==> config.mk <==
export PLATFORM = sky130hd
export DESIGN_NAME = multicycle_ctrl
export DESIGN_NICKNAME = d
export VERILOG_FILES = /design/src/rtl/multicycle_ctrl.sv
export SDC_FILE = /design/constraint.sdc
export NUM_CORES = 1
export LEC_CHECK = 0
export CAP_MARGIN = 30
export CORE_MARGIN = 5
export CORE_UTILIZATION = 41
export DETAILED_ROUTE_END_ITERATION = 8
export PLACE_DENSITY = 0.76
export SLEW_MARGIN = 15
export SYNTH_ARGS = -nofsm -noshare
export SYNTH_HDL_FRONTEND = slang
export SYNTH_SLANG_ARGS = --single-unit
==> constraint.sdc <==
create_clock -name clk_i -period 1.8 [get_ports clk_i]
set_input_delay 0.27 -clock clk_i [delete_from_list [all_inputs] [get_ports clk_i]]
set_output_delay 0.27 -clock clk_i [all_outputs]
set_load 0.03 [all_outputs]
==> src/rtl/multicycle_ctrl.sv <==
`timescale 1ns/1ps
`default_nettype none
// multicycle_ctrl: multicycle CPU control FSM with memory handshake timeout.
// Rev 1.0
module multicycle_ctrl #(
  parameter int MEM_TIMEOUT = 15
) (
  input  logic       clk_i,
  input  logic       rst_i,
  input  logic [5:0] instr_op_i,
  input  logic       mem_ready_i,
  output logic       mem_req_o,
  output logic       mem_we_o,
  output logic       iord_o,
  output logic       ir_write_o,
  output logic       pc_write_o,
  output logic       branch_o,
  output logic       branch_type_o,
  output logic       jal_o,
  output logic       rt_o,
  output logic       reg_write_o,
  output logic       reg_dst_o,
  output logic       mem_to_reg_o,
  output logic       alu_src_a_o,
  output logic [1:0] alu_src_b_o,
  output logic [2:0] alu_op_o,
  output logic [1:0] pc_src_o,
  output logic [3:0] state_o,
  output logic       done_o,
  output logic       illegal_o,
  output logic       bus_err_o
);

  localparam int CW = $clog2(MEM_TIMEOUT + 1);
  localparam logic [CW-1:0] WAIT_LAST = CW'(MEM_TIMEOUT - 1);

  localparam logic [3:0] FETCH  = 4'd0;
  localparam logic [3:0] DECODE = 4'd1;
  localparam logic [3:0] EXEC   = 4'd2;
  localparam logic [3:0] MEM_RD = 4'd3;
  localparam logic [3:0] MEM_WR = 4'd4;
  localparam logic [3:0] WB_ALU = 4'd5;
  localparam logic [3:0] WB_MEM = 4'd6;
  localparam logic [3:0] BRANCH = 4'd7;
  localparam logic [3:0] JUMP   = 4'd8;
  localparam logic [3:0] ERROR  = 4'd9;

  localparam logic [5:0] OP_RTYPE = 6'b000000;
  localparam logic [5:0] OP_ADDI  = 6'b001000;
  localparam logic [5:0] OP_LW    = 6'b101100;
  localparam logic [5:0] OP_SW    = 6'b101101;
  localparam logic [5:0] OP_BEQ   = 6'b001010;
  localparam logic [5:0] OP_BNE   = 6'b001011;
  localparam logic [5:0] OP_BLT   = 6'b001110;
  localparam logic [5:0] OP_BNEZ  = 6'b001100;
  localparam logic [5:0] OP_BGEZ  = 6'b001101;
  localparam logic [5:0] OP_J     = 6'b000010;
  localparam logic [5:0] OP_JAL   = 6'b000011;

  logic [3:0]    state;
  logic [3:0]    state_next;
  logic [CW-1:0] wait_cnt;
  logic [CW-1:0] wait_cnt_next;
  logic          mem_wait;

  always_ff @(posedge clk_i or posedge rst_i) begin
    if (rst_i) begin
      state    <= FETCH;
      wait_cnt <= '0;
    end else begin
      state    <= state_next;
      wait_cnt <= wait_cnt_next;
    end
  end

  always_comb begin
    state_next = state;
    mem_wait   = 1'b0;
    case (state)
      FETCH:  if (mem_ready_i) state_next = DECODE; else mem_wait = 1'b1;
      DECODE: begin
        case (instr_op_i)
          OP_RTYPE, OP_ADDI, OP_LW, OP_SW:             state_next = EXEC;
          OP_BEQ, OP_BNE, OP_BLT, OP_BNEZ, OP_BGEZ:    state_next = BRANCH;
          OP_J, OP_JAL:                                state_next = JUMP;
          default:                                     state_next = FETCH;
        endcase
      end
      EXEC: begin
        case (instr_op_i)
          OP_RTYPE, OP_ADDI: state_next = WB_ALU;
          OP_LW:             state_next = MEM_RD;
          OP_SW:             state_next = MEM_WR;
          default:           state_next = FETCH;
        endcase
      end
      MEM_RD: if (mem_ready_i) state_next = WB_MEM; else mem_wait = 1'b1;
      MEM_WR: if (mem_ready_i) state_next = FETCH;  else mem_wait = 1'b1;
      WB_ALU, WB_MEM, BRANCH, JUMP: state_next = FETCH;
      ERROR:   state_next = ERROR;
      default: state_next = FETCH;
    endcase
    // The last permitted wait cycle without a ready escalates to ERROR.
    if (mem_wait && wait_cnt == WAIT_LAST) state_next = ERROR;

    if (state_next != state) wait_cnt_next = '0;
    else if (mem_wait)       wait_cnt_next = wait_cnt + 1'b1;
    else                     wait_cnt_next = wait_cnt;
  end

  always_comb begin
    mem_req_o     = 1'b0;
    mem_we_o      = 1'b0;
    iord_o        = 1'b0;
    ir_write_o    = 1'b0;
    pc_write_o    = 1'b0;
    branch_o      = 1'b0;
    branch_type_o = 1'b0;
    jal_o         = 1'b0;
    rt_o          = 1'b0;
    reg_write_o   = 1'b0;
    reg_dst_o     = 1'b0;
    mem_to_reg_o  = 1'b0;
    alu_src_a_o   = 1'b0;
    alu_src_b_o   = 2'b00;
    alu_op_o      = 3'b000;
    pc_src_o      = 2'b00;
    done_o        = 1'b0;
    illegal_o     = 1'b0;
    bus_err_o     = 1'b0;
    case (state)
      FETCH: begin
        mem_req_o   = 1'b1;
        alu_src_b_o = 2'b01;
        ir_write_o  = mem_ready_i;
        pc_write_o  = mem_ready_i;
      end
      DECODE: begin
        alu_src_b_o = 2'b11;
        case (instr_op_i)
          OP_RTYPE, OP_ADDI, OP_LW, OP_SW, OP_BEQ, OP_BNE, OP_BLT,
          OP_BNEZ, OP_BGEZ, OP_J, OP_JAL: illegal_o = 1'b0;
          default:                        illegal_o = 1'b1;
        endcase
      end
      EXEC: begin
        alu_src_a_o = 1'b1;
        alu_src_b_o = (instr_op_i == OP_RTYPE) ? 2'b00 : 2'b10;
        if (instr_op_i == OP_RTYPE)     alu_op_o = 3'b010;
        else if (instr_op_i == OP_ADDI) alu_op_o = 3'b011;
      end
      MEM_RD: begin
        mem_req_o = 1'b1;
        iord_o    = 1'b1;
      end
      MEM_WR: begin
        mem_req_o = 1'b1;
        iord_o    = 1'b1;
        mem_we_o  = 1'b1;
        done_o    = mem_ready_i;
      end
      WB_ALU: begin
        reg_write_o = 1'b1;
        reg_dst_o   = (instr_op_i == OP_RTYPE);
        done_o      = 1'b1;
      end
      WB_MEM: begin
        reg_write_o  = 1'b1;
        mem_to_reg_o = 1'b1;
        done_o       = 1'b1;
      end
      BRANCH: begin
        branch_o    = 1'b1;
        alu_src_a_o = 1'b1;
        pc_src_o    = 2'b01;
        done_o      = 1'b1;
        case (instr_op_i)
          OP_BEQ:  alu_op_o = 3'b001;
          OP_BNE:  begin alu_op_o = 3'b110; branch_type_o = 1'b1; end
          OP_BNEZ: begin alu_op_o = 3'b110; branch_type_o = 1'b1; rt_o = 1'b1; end
          OP_BLT:  begin alu_op_o = 3'b100; branch_type_o = 1'b1; end
          OP_BGEZ: begin alu_op_o = 3'b101; rt_o = 1'b1; end
          default: alu_op_o = 3'b000;
        endcase
      end
      JUMP: begin
        pc_write_o  = 1'b1;
        pc_src_o    = 2'b10;
        jal_o       = (instr_op_i == OP_JAL);
        reg_write_o = (instr_op_i == OP_JAL);
        done_o      = 1'b1;
      end
      ERROR:   bus_err_o = 1'b1;
      default: bus_err_o = 1'b0;
    endcase
  end

  assign state_o = state;

endmodule
`default_nettype wire
Yosys cells after proc, flatten, opt, wreduce, memory -nomap -nowiden

Index checks and enable logic that the tools add are counted.

Add/sub/neg operators: 1
Equality and inequality tests: 21
Mux-type cells: 37
Reductions and logical operators: 17

Operator list:

| operator              | count |
|---|---|
| $eq A6 B4 Y1 const B  | 6 |
| $mux W4               | 6 |
| $pmux W4 S6           | 1 |
| $mux W1               | 18 |
| $eq A4 B3 Y1 const B  | 4 |
| $reduce_or A2 Y1      | 7 |
| $eq A4 B4 Y1 const B  | 3 |
| $eq A6 B2 Y1 const B  | 2 |
| $eq A6 B6 Y1 const B  | 2 |
| $pmux W3 S4           | 1 |
| $pmux W4 S3           | 1 |
| $reduce_or A11 Y1     | 1 |
| $pmux W3 S3           | 1 |
| $eq A4 B2 Y1 const B  | 2 |
| $reduce_or A4 Y1      | 2 |
| $logic_not A6 Y1      | 1 |
| $mux W2               | 3 |
| $pmux W1 S2           | 3 |
| $pmux W2 S3           | 1 |
| $pmux W3 S2           | 1 |
| $reduce_or A3 Y1      | 2 |
| $reduce_or A5 Y1      | 1 |
| $add A4 B1 Y4 const B | 1 |
| $eq A4 B1 Y1 const B  | 1 |
| other kinds (5)       | 5 |

Flip-flop bits (word level): 8
Bits of input ports: 9
Output and inout port bits: 27
Logic and storage cells: 78

Logic depth before layout (Yosys ltp)

Gate-level depths: netlist of run 1.

Word-level depth: 7
Mapped depth: 7
Gate-level depth less buffers: 7

Worst setup path after synthesis of run 1

Ideal clock, no wire load.

Kind: flip-flop to output port
From: register state[3] (netlist: state_o[3])
To: output port reg_write_o
Data arrival time: 2.331 ns
Required time: 1.530 ns
Setup slack: -0.801 ns
Stages on the path, launching flop included: 7
Buffers on the path: 2
Cell sequence: dfrtp_1 -> clkbuf_1 -> clkbuf_1 -> nand2_1 -> nor2_1 -> and3b_1 -> or2_2

Longest elaborated chain between the ends: 3
Elaborated cells on any way between the ends: 5
Those cells by class: eq/ne (3); mux (1); reduce/logical (1)

RTL lines:

| item                              | RTL line | text |
|---|---|---|
| start: declaration                | 60       | `logic [3:0] state;` |
| start signal: assignment          | 71       | `state <= state_next;` |
| $eq A4 B3 Y1                      | 131      | `case (state)` |
| $reduce_or A2 Y1 (no source line) | n/a      |  |
| $pmux W1 S2 *                     | 131      |  |
| end: declaration                  | 21       | `output logic reg_write_o,` |

Every way passes the cells marked *; elsewhere a longest branch is shown, timed or not.

Final worst setup path of run 1

From: register state[0] (netlist: state_o[0])
To: output port reg_write_o

The elaborated chain is that of the path after synthesis.

==> metrics.md, run 1 <==
| Metric | Value |
|---|---|
| ANT cells | 0 |
| Synth top area share | between 15 and 20% |
| Flops & latches, synth | 8 |
| Count leader, synth | nor2_1 |
| Full die area | 0.00376 sq mm |
| Synthesized area per cell | 6.91 sq um |
| Final hold vios | 0 |
| Total CTS buffers | 3 |
| Top cell type by total area after synthesis | dfrtp_1 |
| Synth-to-Final Area Change | 108% |
| Layout Utilization | between 80% and 90% |
| Crit start category | register |
| DRC | 0 |
| Clk slew on worst S/H paths | 0.07 ns |
| Io pins | 36 |
| Post-Route WL | 5890 um |
| Skew-Pair Late Insertion Delay | 0.28 ns |
| Placer congestion estimate | 0.953 |
| Post-synth EDFFs | 0 |
| FP Rows | 18 |
| CTS tree | built |
| Status | complete, but fails checks |
| WP buf/inv | 3 |
| Family with the most delay on the worst path | simple AND/OR/NAND/NOR gates |
| Die Span X | just over 60 um |
| Initial core utilization | a little over two fifths |
| GRT Residual Overflow | 0 |
| Clock root cell | clkbuf_4 |
| Vias | 1780 |
| GR Util met2 | 44.0% |
| Most used cell, CP | buf_6 |
| Cells after Synth | about 160 |
| Crit Path Class | register to output port |
| Final nets | ~260 |
| Peak VDD IR | 1560 uV |
| CTS max path bufs | 2 |
| H-tree levels | 1 |
| Reg2reg setup slack | -0.23 ns |
| Fin crit period | 2.07 ns |
| Distinct cells, synth | 46 |
| DR iter-0 viols | between 150 and 200 |
| R2R depth | 8 |
| Max-cap violations | 0 |
| YS warnings | 0 |
| Post-DR vias/cell | 6.52 |
| Vias in the first global route | 1596 |
| Ranking of synthesized cells by area | dfrtp_1 19%, nor2_1 9.7%, nor4_1 4.6% |
| Critical R2R Capture | wait_cnt[3]$_DFFE_PP0P_ |
| Power, Total | 2770 uW |
| Gr usage total | 26.2% |
| First-pass GRT wire length | approximately 7400 um |
| Grt met1 use | 32.5% |
| Asr flop ratio synth | 100% |
| Placed Area | 0.00179 sq mm |
| CP Data Arrival Time | 1.80 ns |
| Leakage | 0.000954 uW |
| Pre-Repair DR Iteration Count | 5 |
| Max_slew headroom | around two thirds |
| FMAX | between 400 and 500 MHz |
| Grt peak-use layer | met2 |
| Largest net degree at the start of global routing | 14 |
| Hold_ws | 0.273 ns |
| Pwr Density | 1230 mW/mm^2 |
| Primary FF master, synth | dfrtp_1 |
| R2R Path Start | state_o[1]$_DFF_PP0_ |
| CP max-delay cell | dfrtp_2 |
| Worst path required time | around 1.5 ns |
| ANT nets after route | 0 |
| Crit path cell chain | buf_6 -> or2_4 -> nor2_4 -> buf_6 -> and3b_2 -> or2_4 -> buf_6 |
| Fin crit share | 115% |
| Die Ht | 61.3 um |
| Dpl hpwl | about 3200 um |
| Failing checks | negative setup slack |
| CP max FO | 8 |
| Wire per inst | between 20 and 25 um |
| Fin area | 0.00224 sq mm |
| Setup crit end kind | output port |
| Largest stage delay on the critical path | 0.48 ns |
| Syn nets | around 170 |
| Worst slack, placed | -0.565 ns |
| Share of cells above drive strength 1 | 59.3% |
| CTS sink cnt | 8 |
| Core area | 0.00250 sq mm |
| Slew Limit Fails | 0 |
| Syn Std Cell Area | 0.00108 sq mm |
| Met3 Resource Use GR | 4.61% |
| HP Class | primary input to asynchronous set/reset pin |
| Post-synth top cells | 28 x nor2_1, 9 x a21oi_1, 9 x nand2_1 |
| Setup-failing EPs final | 18 |
| PortBufs | 35 |
| CTS hold repair buffers | 0 |
| Unrepaired setup endpoints after global routing | yes |
| Sequential area share after synthesis | a little under a fifth |
| Fillcell total | 118 |
| Setup ws final | -0.269 ns |
| Clk_skew | roughly 0.016 ns |
| Initial antenna violation count | 0 |
| Slew of the pin with the lowest slew margin | between 0.4 and 0.5 ns |
## layout make-up
cell class / instances / area, sq um / share of cell area (%)
Tap cell: 30 / 37.5 / 1.67
Sequential cell: 8 / 204 / 9.09
Inverter: 7 / 26.3 / 1.17
Clock buffer: 4 / 26.3 / 1.17
Multi-Input combinational cell: 127 / 1120 / 50.1
Timing Repair Buffer: 97 / 826 / 36.8
## how the worst max path moves through the flow
stage	endpoint	start	slack, ns	cells after the start
2_1_floorplan	reg_write_o	state_o[1]$_DFF_PP0_	-0.19	6
3_3_place_gp	wait_cnt[0]$_DFFE_PP0P_	mem_ready_i	-0.49	7
3_5_place_dp	wait_cnt[1]$_DFFE_PP0P_	mem_ready_i	-0.57	6
4_1_cts	reg_write_o	state_o[1]$_DFF_PP0_	-0.22	6
5_1_grt	wait_cnt[3]$_DFFE_PP0P_	state_o[1]$_DFF_PP0_	-0.30	8
6_report	reg_write_o	state_o[0]$_DFF_PP0_	-0.27	7
## routing by layer
layer,wire (um),share of wire (%)
met5,0,0
met4,358,6.1
met1,1980,34
met2,2960,50
met3,598,10
## report_power, final
group,leakage [uW],internal [uW],switching (uW)
registers,0.000104,221,61.5
logic,0.000835,1000,1320
clock network,0.0000150,85.5,74.2
## per-stage QoR
stage | std cells | setup TNS, ns
finish | 273 | -2.57
global route | 273 | -3.65
CTS | 268 | -1.02
detailed placement | 255 | -6.63
global placement | 255 | -5.77
floorplan | 156 | -0.319
## cells by family (layout without fill, tap and decap cells)
logic type      count (synthesis)  count (layout)  share of synthesized area (%)
fa+ha+maj                       2               2                           2.32
buf+inv                        21             108                           9.40
flops                           8               8                           18.6
simple gates                   82              82                           40.3
compound gates                 40              40                           27.0
xor+xnor                        3               3                           2.44
## registers in the layout, summed over array words and instances, names as in the netlist
| signal | cells |
|---|---|
| state_o | 4 |
| wait_cnt | 4 |
## layout by cell type, fill, tap and decap left out, types with 2 or more instances in the layout
master / count
buf_4: 64
nor2_1: 19
buf_6: 18
nand2_1: 8
nor2_4: 7
inv_1: 7
nand3_1: 6
a21oi_1: 6
dfrtp_1: 5
nand2b_4: 4
dlygate4sd2_1: 4
o21ai_0: 3
xnor2_1: 3
or2_4: 3
nor4_2: 3
nor4_4: 3
clkbuf_4: 3
clkbuf_2: 3
clkdlybuf4s50_1: 3
dfrtp_2: 3
nor3b_4: 2
nand2b_1: 2
o21ai_2: 2
nor4_1: 2
and3b_1: 2
a31oi_1: 2
a2bb2oi_1: 2
a211oi_2: 2
nor3_2: 2
or3_1: 2
a2111oi_4: 2
nor2_2: 2
a21oi_4: 2
nand4_1: 2
o221a_2: 2
ha_1: 2
## repair_timing
| action | 4_1_cts | 5_1_grt |
|---|---|---|
| setup buffers | 9 | 6 |
| pin swaps | 12 | 8 |
| setup endpoints to repair | 20 | 24 |
| resized for setup | 60 | 49 |
No activity file was read; power rests on OpenSTA's default activity.
==> run 2, diff against run 1 <==
--- a/config.mk
+++ b/config.mk
@@ -9,8 +9,10 @@
 export CORE_MARGIN = 5
 export CORE_UTILIZATION = 41
 export DETAILED_ROUTE_END_ITERATION = 8
+export GPL_ROUTABILITY_DRIVEN = 0
 export PLACE_DENSITY = 0.76
 export SLEW_MARGIN = 15
 export SYNTH_ARGS = -nofsm -noshare
 export SYNTH_HDL_FRONTEND = slang
 export SYNTH_SLANG_ARGS = --single-unit
+export TNS_END_PERCENT = 50
==> metrics.md, run 2 (synthesized netlist as in run 1, its figures left out) <==
| Metric | Value |
|---|---|
| Status | complete, but fails checks |
| Failing checks | negative setup slack |
| CP Data Arrival Time | 1.75 ns (-0.05 ns) |
| Crit path cell chain | buf_4 -> nand3_1 -> a2111oi_4 -> o21a_2 -> buf_6 |
| WP buf/inv | 2 (-1) |
| Vias | 1744 (-2.0%) |
| Synth-to-Final Area Change | 101% |
| FP Rows | 18 (unchanged) |
| CP max-delay cell | dfrtp_2 |
| Largest stage delay on the critical path | 0.44 ns (-0.04 ns) |
| Commonest non-fill, non-tap cell in the layout | buf_4 |
| Post-DR vias/cell | 6.46 (-0.93%) |
| Fin crit period | 2.02 ns (-0.0511 ns) |
| CTS tree | built |
| CTS sink cnt | 8 (unchanged) |
| Unrepaired setup endpoints after global routing | yes |
| Dpl hpwl | 3390 um (+6.2%) |
| Slew of the pin with the lowest slew margin | 0.380 ns (-0.117 ns) |
| PortBufs | 35 (unchanged) |
| Layout Utilization | 86.8% (-3.0 points) |
| Crit path launch | state_o[0]$_DFF_PP0_ |
| Share of cells above drive strength 1 | 62.1% (+2.8 points) |
| Worst path required time | 1.53 ns (about the same) |
| Fillcell total | 113 (-4.2%) |
| Final hold vios | 0 (unchanged) |
| Setup-failing EPs final | 15 (-3) |
| Crit start category | register |
| Initial antenna violation count | 0 (unchanged) |
| Max-cap violations | 0 (unchanged) |
| Family with the most delay on the worst path | compound AO/OA/AOI/OAI gates |
| Skew-Pair Late Insertion Delay | 0.27 ns (about the same) |
| Pre-Repair DR Iteration Count | 4 (-1) |
| Most frequent cells in the layout | 65 x buf_4, 19 x nor2_1, 15 x buf_6 |
| Full die area | 0.00376 sq mm (unchanged) |
| Reg2reg setup slack | -0.08 ns (+0.15 ns) |
| H-tree levels | 1 (unchanged) |
| Number of cells on the critical path | 5 (-2) |
| Pwr Density | 1160 mW/mm^2 (-5.9%) |
| HP Class | primary input to asynchronous set/reset pin |
| Setup crit end kind | output port |
| ANT nets after route | 0 (unchanged) |
| Die Ht | 61.3 um (unchanged) |
| Total CTS buffers | 3 (unchanged) |
| Slew Limit Fails | 0 (unchanged) |
| ANT cells | 0 (unchanged) |
| Clk slew on worst S/H paths | 0.06 ns (about the same) |
| Crit path capture | alu_op_o[0] |
| Vias in the first global route | 1600 (+0.25%) |
| Critical R2R Capture | wait_cnt[3]$_DFFE_PP0P_ |
| Wire per inst | 21.1 um (-2.1%) |
| Setup ws final | -0.218 ns (+0.0511 ns) |
| R2R Path Start | wait_cnt[0]$_DFFE_PP0P_ |
| Largest net degree at the start of global routing | 14 (unchanged) |
| Max_slew headroom | 74.3% (+7.8 points) |
| Clk_skew | 0.0129 ns (-0.00299 ns) |
| Hold_ws | 0.317 ns (+0.0436 ns) |
| CP max FO | 10 (+2) |
| Crit Path Class | register to output port |
| First-pass GRT wire length | 7410 um (+0.46%) |
| Io pins | 36 (unchanged) |
| Fin crit share | 112% (-2.8 points) |
| Gr usage total | 26.1% (-0.098 points) |
| DRC | 0 (unchanged) |
| Die Span X | 61.3 um (unchanged) |
| Initial core utilization | 43.1% (unchanged) |
| Final nets | 252 (-1.2%) |
| Peak VDD IR | 1370 uV (-13%) |
| GRT Residual Overflow | 0 (unchanged) |
| Clock root cell | clkbuf_4 |
| Core area | 0.00250 sq mm (unchanged) |
| CTS max path bufs | 2 (unchanged) |
| Leakage | 0.000957 uW (+0.40%) |
| R2R depth | 7 (-1) |
| FMAX | 496 MHz (+2.5%) |
| Post-Route WL | 5710 um (-3.1%) |
| DR iter-0 viols | 165 (-15%) |
-- run 2: cell count changes in the layout (fill, tap and decap cells not counted), sizes merged --
| cell | before | now |
|---|---|---|
| buf | 85 | 83 |
| clkdlybuf4s50 | 3 | 1 |
| dlygate4sd2 | 4 | 2 |
| dlymetal6s2s | 1 | 3 |
| clkdlybuf4s15 | 1 | 2 |
-- run 2: layout make-up --
class / count / area (sq um) / area share (%)
Timing Repair Buffer: 94 / 772 / 35.6
Clock buffer: 4 / 26.3 / 1.21
Inverter: 7 / 28.8 / 1.33
Sequential cell: 8 / 205 / 9.46
Tap cell: 30 / 37.5 / 1.73
Multi-Input combinational cell: 127 / 1100 / 50.7
-- run 2: routing by layer --
layer | global-route usage [%] | vias up | routed length [um]
met5 | 0 | - | 0
met4 | 10.2 | 0 | 380
met3 | 3.14 | 46 | 454
met2 | 45.5 | 122 | 2720
met1 | 32.6 | 829 | 2150
li1 | - | 747 | -
-- run 2: what timing repair did --
action                                 4_1_cts  5_1_grt
hold buffers                                 0        0
setup endpoints to repair                   21       24
gates resized for setup                     64       48
pin swaps                                   11       14
buffers inserted                             5        2
endpoints found under the hold margin        0        0
-- run 2: stage by stage --
step | setup WS [ns] | area, sq um | total power (uW) | cells | setup TNS [ns]
2_1_floorplan | -0.193 | 1200 | 1260 | 156 | -0.407
3_3_place_gp | -0.506 | 1810 | 1870 | 259 | -5.92
3_5_place_dp | -0.572 | 1810 | 1930 | 259 | -6.98
4_1_cts | -0.192 | 2030 | 2240 | 268 | -0.595
5_1_grt | -0.273 | 2170 | 2600 | 270 | -1.88
6_report | -0.218 | 2170 | 2520 | 270 | -1.24
-- run 2: report_power, final --
group / internal (uW) / switching (uW) / leakage, uW / total (uW)
clock: 85.4 / 71.2 / 0.0000150 / 157
combinational: 870 / 1210 / 0.000840 / 2080
sequential: 222 / 61.7 / 0.000102 / 284
-- run 2: worst min-delay path by stage --
stage / slack (ns) / from / to / depth (start not counted)
2_1_floorplan: 0.09 / rst_i / state_o[2]$_DFF_PP0_ / 1
3_3_place_gp: 0.52 / rst_i / state_o[2]$_DFF_PP0_ / 2
3_5_place_dp: 0.55 / rst_i / state_o[2]$_DFF_PP0_ / 2
4_1_cts: 0.27 / rst_i / state_o[2]$_DFF_PP0_ / 2
5_1_grt: 0.33 / rst_i / state_o[2]$_DFF_PP0_ / 2
6_report: 0.32 / rst_i / state_o[2]$_DFF_PP0_ / 2
-- run 2: worst register-to-register path, delay by kind of cell (launching register included) --
family	cells	cell delay [ns]
buffers and inverters	1	0.09
DFF	1	0.39
adders and majority gates	1	0.21
AOI/OAI and AO/OA	3	0.65
and+or+nand+nor	2	0.45
==> run 3, diff against run 2 <==
--- a/config.mk
+++ b/config.mk
@@ -6,10 +6,10 @@
 export NUM_CORES = 1
 export LEC_CHECK = 0
 export CAP_MARGIN = 30
-export CORE_MARGIN = 5
 export CORE_UTILIZATION = 41
 export DETAILED_ROUTE_END_ITERATION = 8
 export GPL_ROUTABILITY_DRIVEN = 0
+export HOLD_SLACK_MARGIN = 0.15
 export PLACE_DENSITY = 0.76
 export SLEW_MARGIN = 15
 export SYNTH_ARGS = -nofsm -noshare
==> metrics.md, run 3 (synthesized netlist as in run 1, its figures left out) <==
| Metric | Value |
|---|---|
| Status | complete, but fails checks |
| Failing checks | negative setup slack |
| Slew of the pin with the lowest slew margin | 0.497 ns (+0.117 ns) |
| Final nets | 257 (+2.0%) |
| Setup crit end kind | output port |
| Peak VDD IR | 1320 uV (-3.3%) |
| PortBufs | 35 (unchanged) |
| Io pins | 36 (unchanged) |
| Clk slew on worst S/H paths | 0.06 ns (about the same) |
| Vias | 1755 (+0.63%) |
| ANT nets after route | 0 (unchanged) |
| Full die area | 0.00284 sq mm (-24%) |
| Final hold vios | 0 (unchanged) |
| DR iter-0 viols | 139 (-16%) |
| ANT cells | 0 (unchanged) |
| Worst slack, placed | -0.515 ns (+0.0562 ns) |
| Pwr Density | 1190 mW/mm^2 (+2.5%) |
| Share of cells above drive strength 1 | 58.4% (-3.7 points) |
| Die Span X | 53.3 um (-13%) |
| CTS sink cnt | 8 (unchanged) |
| Post-DR vias/cell | 6.38 (-1.2%) |
| CTS max path bufs | 2 (unchanged) |
| Crit path cell chain | buf_4 -> or2_4 -> nor2_4 -> buf_4 -> and3b_2 -> or2_4 -> buf_6 |
| Layout Utilization | 85.8% (-0.98 points) |
| Die Ht | 53.3 um (-13%) |
| Max_slew headroom | 66.6% (-7.8 points) |
| Setup-failing EPs final | 17 (+2) |
| Skew-Pair Late Insertion Delay | 0.27 ns (about the same) |
| Crit Path Class | register to output port |
| FP Rows | 18 (unchanged) |
| Synth-to-Final Area Change | 97.1% |
| Fin crit period | 1.99 ns (-0.0232 ns) |
| Leakage | 0.000946 uW (-1.2%) |
| R2R depth | 7 (unchanged) |
| First-pass GRT wire length | 7310 um (-1.3%) |
| Pre-Repair DR Iteration Count | 6 (+2) |
| Wire per inst | 18.4 um (-13%) |
| Gr usage total | 36.4% (+10 points) |
| CTS tree | built |
| Slew Limit Fails | 0 (unchanged) |
| Fin crit share | 111% (-1.3 points) |
| Initial core utilization | 43.5% (+0.39 points) |
| Total CTS buffers | 3 (unchanged) |
| Clk_skew | 0.0154 ns (+0.00256 ns) |
| Worst path required time | 1.53 ns (about the same) |
| HP Class | primary input to asynchronous set/reset pin |
| Post-Route WL | 5050 um (-11%) |
| Reg area | 205 sq um (unchanged) |
| Commonest non-fill, non-tap cell in the layout | buf_4 |
| Fillcell total | 138 (+22%) |
| Hold_ws | 0.239 ns (-0.0783 ns) |
| Dpl hpwl | 3110 um (-8.1%) |
| Vias in the first global route | 1571 (-1.8%) |
| Max-cap violations | 0 (unchanged) |
| CP Data Arrival Time | 1.72 ns (-0.03 ns) |
| GRT Residual Overflow | 0 (unchanged) |
| Largest net degree at the start of global routing | 15 (+1) |
| CTS hold repair buffers | 0 (unchanged) |
| CP max FO | 6 (-4) |
| Largest stage delay on the critical path | 0.40 ns (-0.04 ns) |
| Unrepaired setup endpoints after global routing | yes |
| FMAX | 501 MHz (+1.2%) |
| Initial antenna violation count | 0 (unchanged) |
| Multi-input combinational cell area | 0.00102 sq mm (-6.8%) |
| Most frequent cells in the layout | 69 x buf_4, 21 x nor2_1, 15 x buf_6 |
| H-tree levels | 1 (unchanged) |
| Final cell count without fillers | 275 (+1.9%) |
| Placed Cells | 255 (-1.5%) |
| Core area | 0.00248 sq mm (-0.90%) |
| Crit start category | register |
| Setup ws final | -0.194 ns (+0.0232 ns) |
| DRC | 0 (unchanged) |
| Clock root cell | clkbuf_4 |
| CP max-delay cell | dfrtp_2 |
[run 3: power by group]
| group | leakage, uW | switching, uW | internal [uW] |
|---|---|---|---|
| clock | 0.0000150 | 64.4 | 85.0 |
| sequential | 0.000102 | 46.0 | 222 |
| combinational | 0.000828 | 1180 | 937 |
| total | 0.000946 | 1290 | 1240 |
[run 3: timing repair]
item | CTS | global route
setup endpoints to repair | 22 | 26
gates resized for setup | 53 | 37
hold endpoints to repair | 0 | 0
buffers inserted | 11 | 4
pin swaps | 15 | 4
gates cloned | 1 | 0
[run 3: critical path, delay by kind of cell, from the launching register on]
kind,cells,cell delay (ns)
AND/OR/NAND/NOR,4,0.67
buffers and inverters,3,0.39
flip-flops,1,0.40
[run 3: path summary, 6_finish.rpt]
path	start	end	slack, ns
worst max-delay path	state_o[1]$_DFF_PP0_	reg_write_o	-0.19
worst min-delay path	rst_i	state_o[0]$_DFF_PP0_	0.24
worst max register to register	wait_cnt[0]$_DFFE_PP0P_	wait_cnt[0]$_DFFE_PP0P_	-0.04
worst min register to register	wait_cnt[3]$_DFFE_PP0P_	wait_cnt[3]$_DFFE_PP0P_	0.67
max in group asynchronous	rst_i	state_o[1]$_DFF_PP0_	1.32
min in group clk_i	instr_op_i[1]	state_o[3]$_DFF_PP0_	0.61
[run 3: per-stage QoR]
stage | area [sq um] | setup TNS, ns | total power (uW)
after floorplan | 1200 | -0.407 | 1260
after global placement | 1780 | -5.45 | 1830
after detailed placement | 1780 | -6.22 | 1870
after CTS | 2020 | -0.729 | 2220
after global routing | 2130 | -2.07 | 2640
final | 2130 | -1.05 | 2530
[run 3: cell type report]
class / count / share of cell area, %
clock buffers: 4 / 1.24
inverters: 7 / 1.24
multi-input cells: 127 / 48.2
flip-flops and latches: 8 / 9.65
well taps: 30 / 1.77
repair buffers: 99 / 37.9
[run 3: metal layers]
| metal | track usage [%] | part of all wire [%] | up-vias |
|---|---|---|---|
| met5 | 0 | 0 | - |
| met4 | 14.9 | 4.2 | 0 |
| met3 | 8.33 | 10 | 41 |
| met2 | 58.8 | 49 | 134 |
| met1 | 45.7 | 37 | 816 |
| li1 | - | - | 764 |
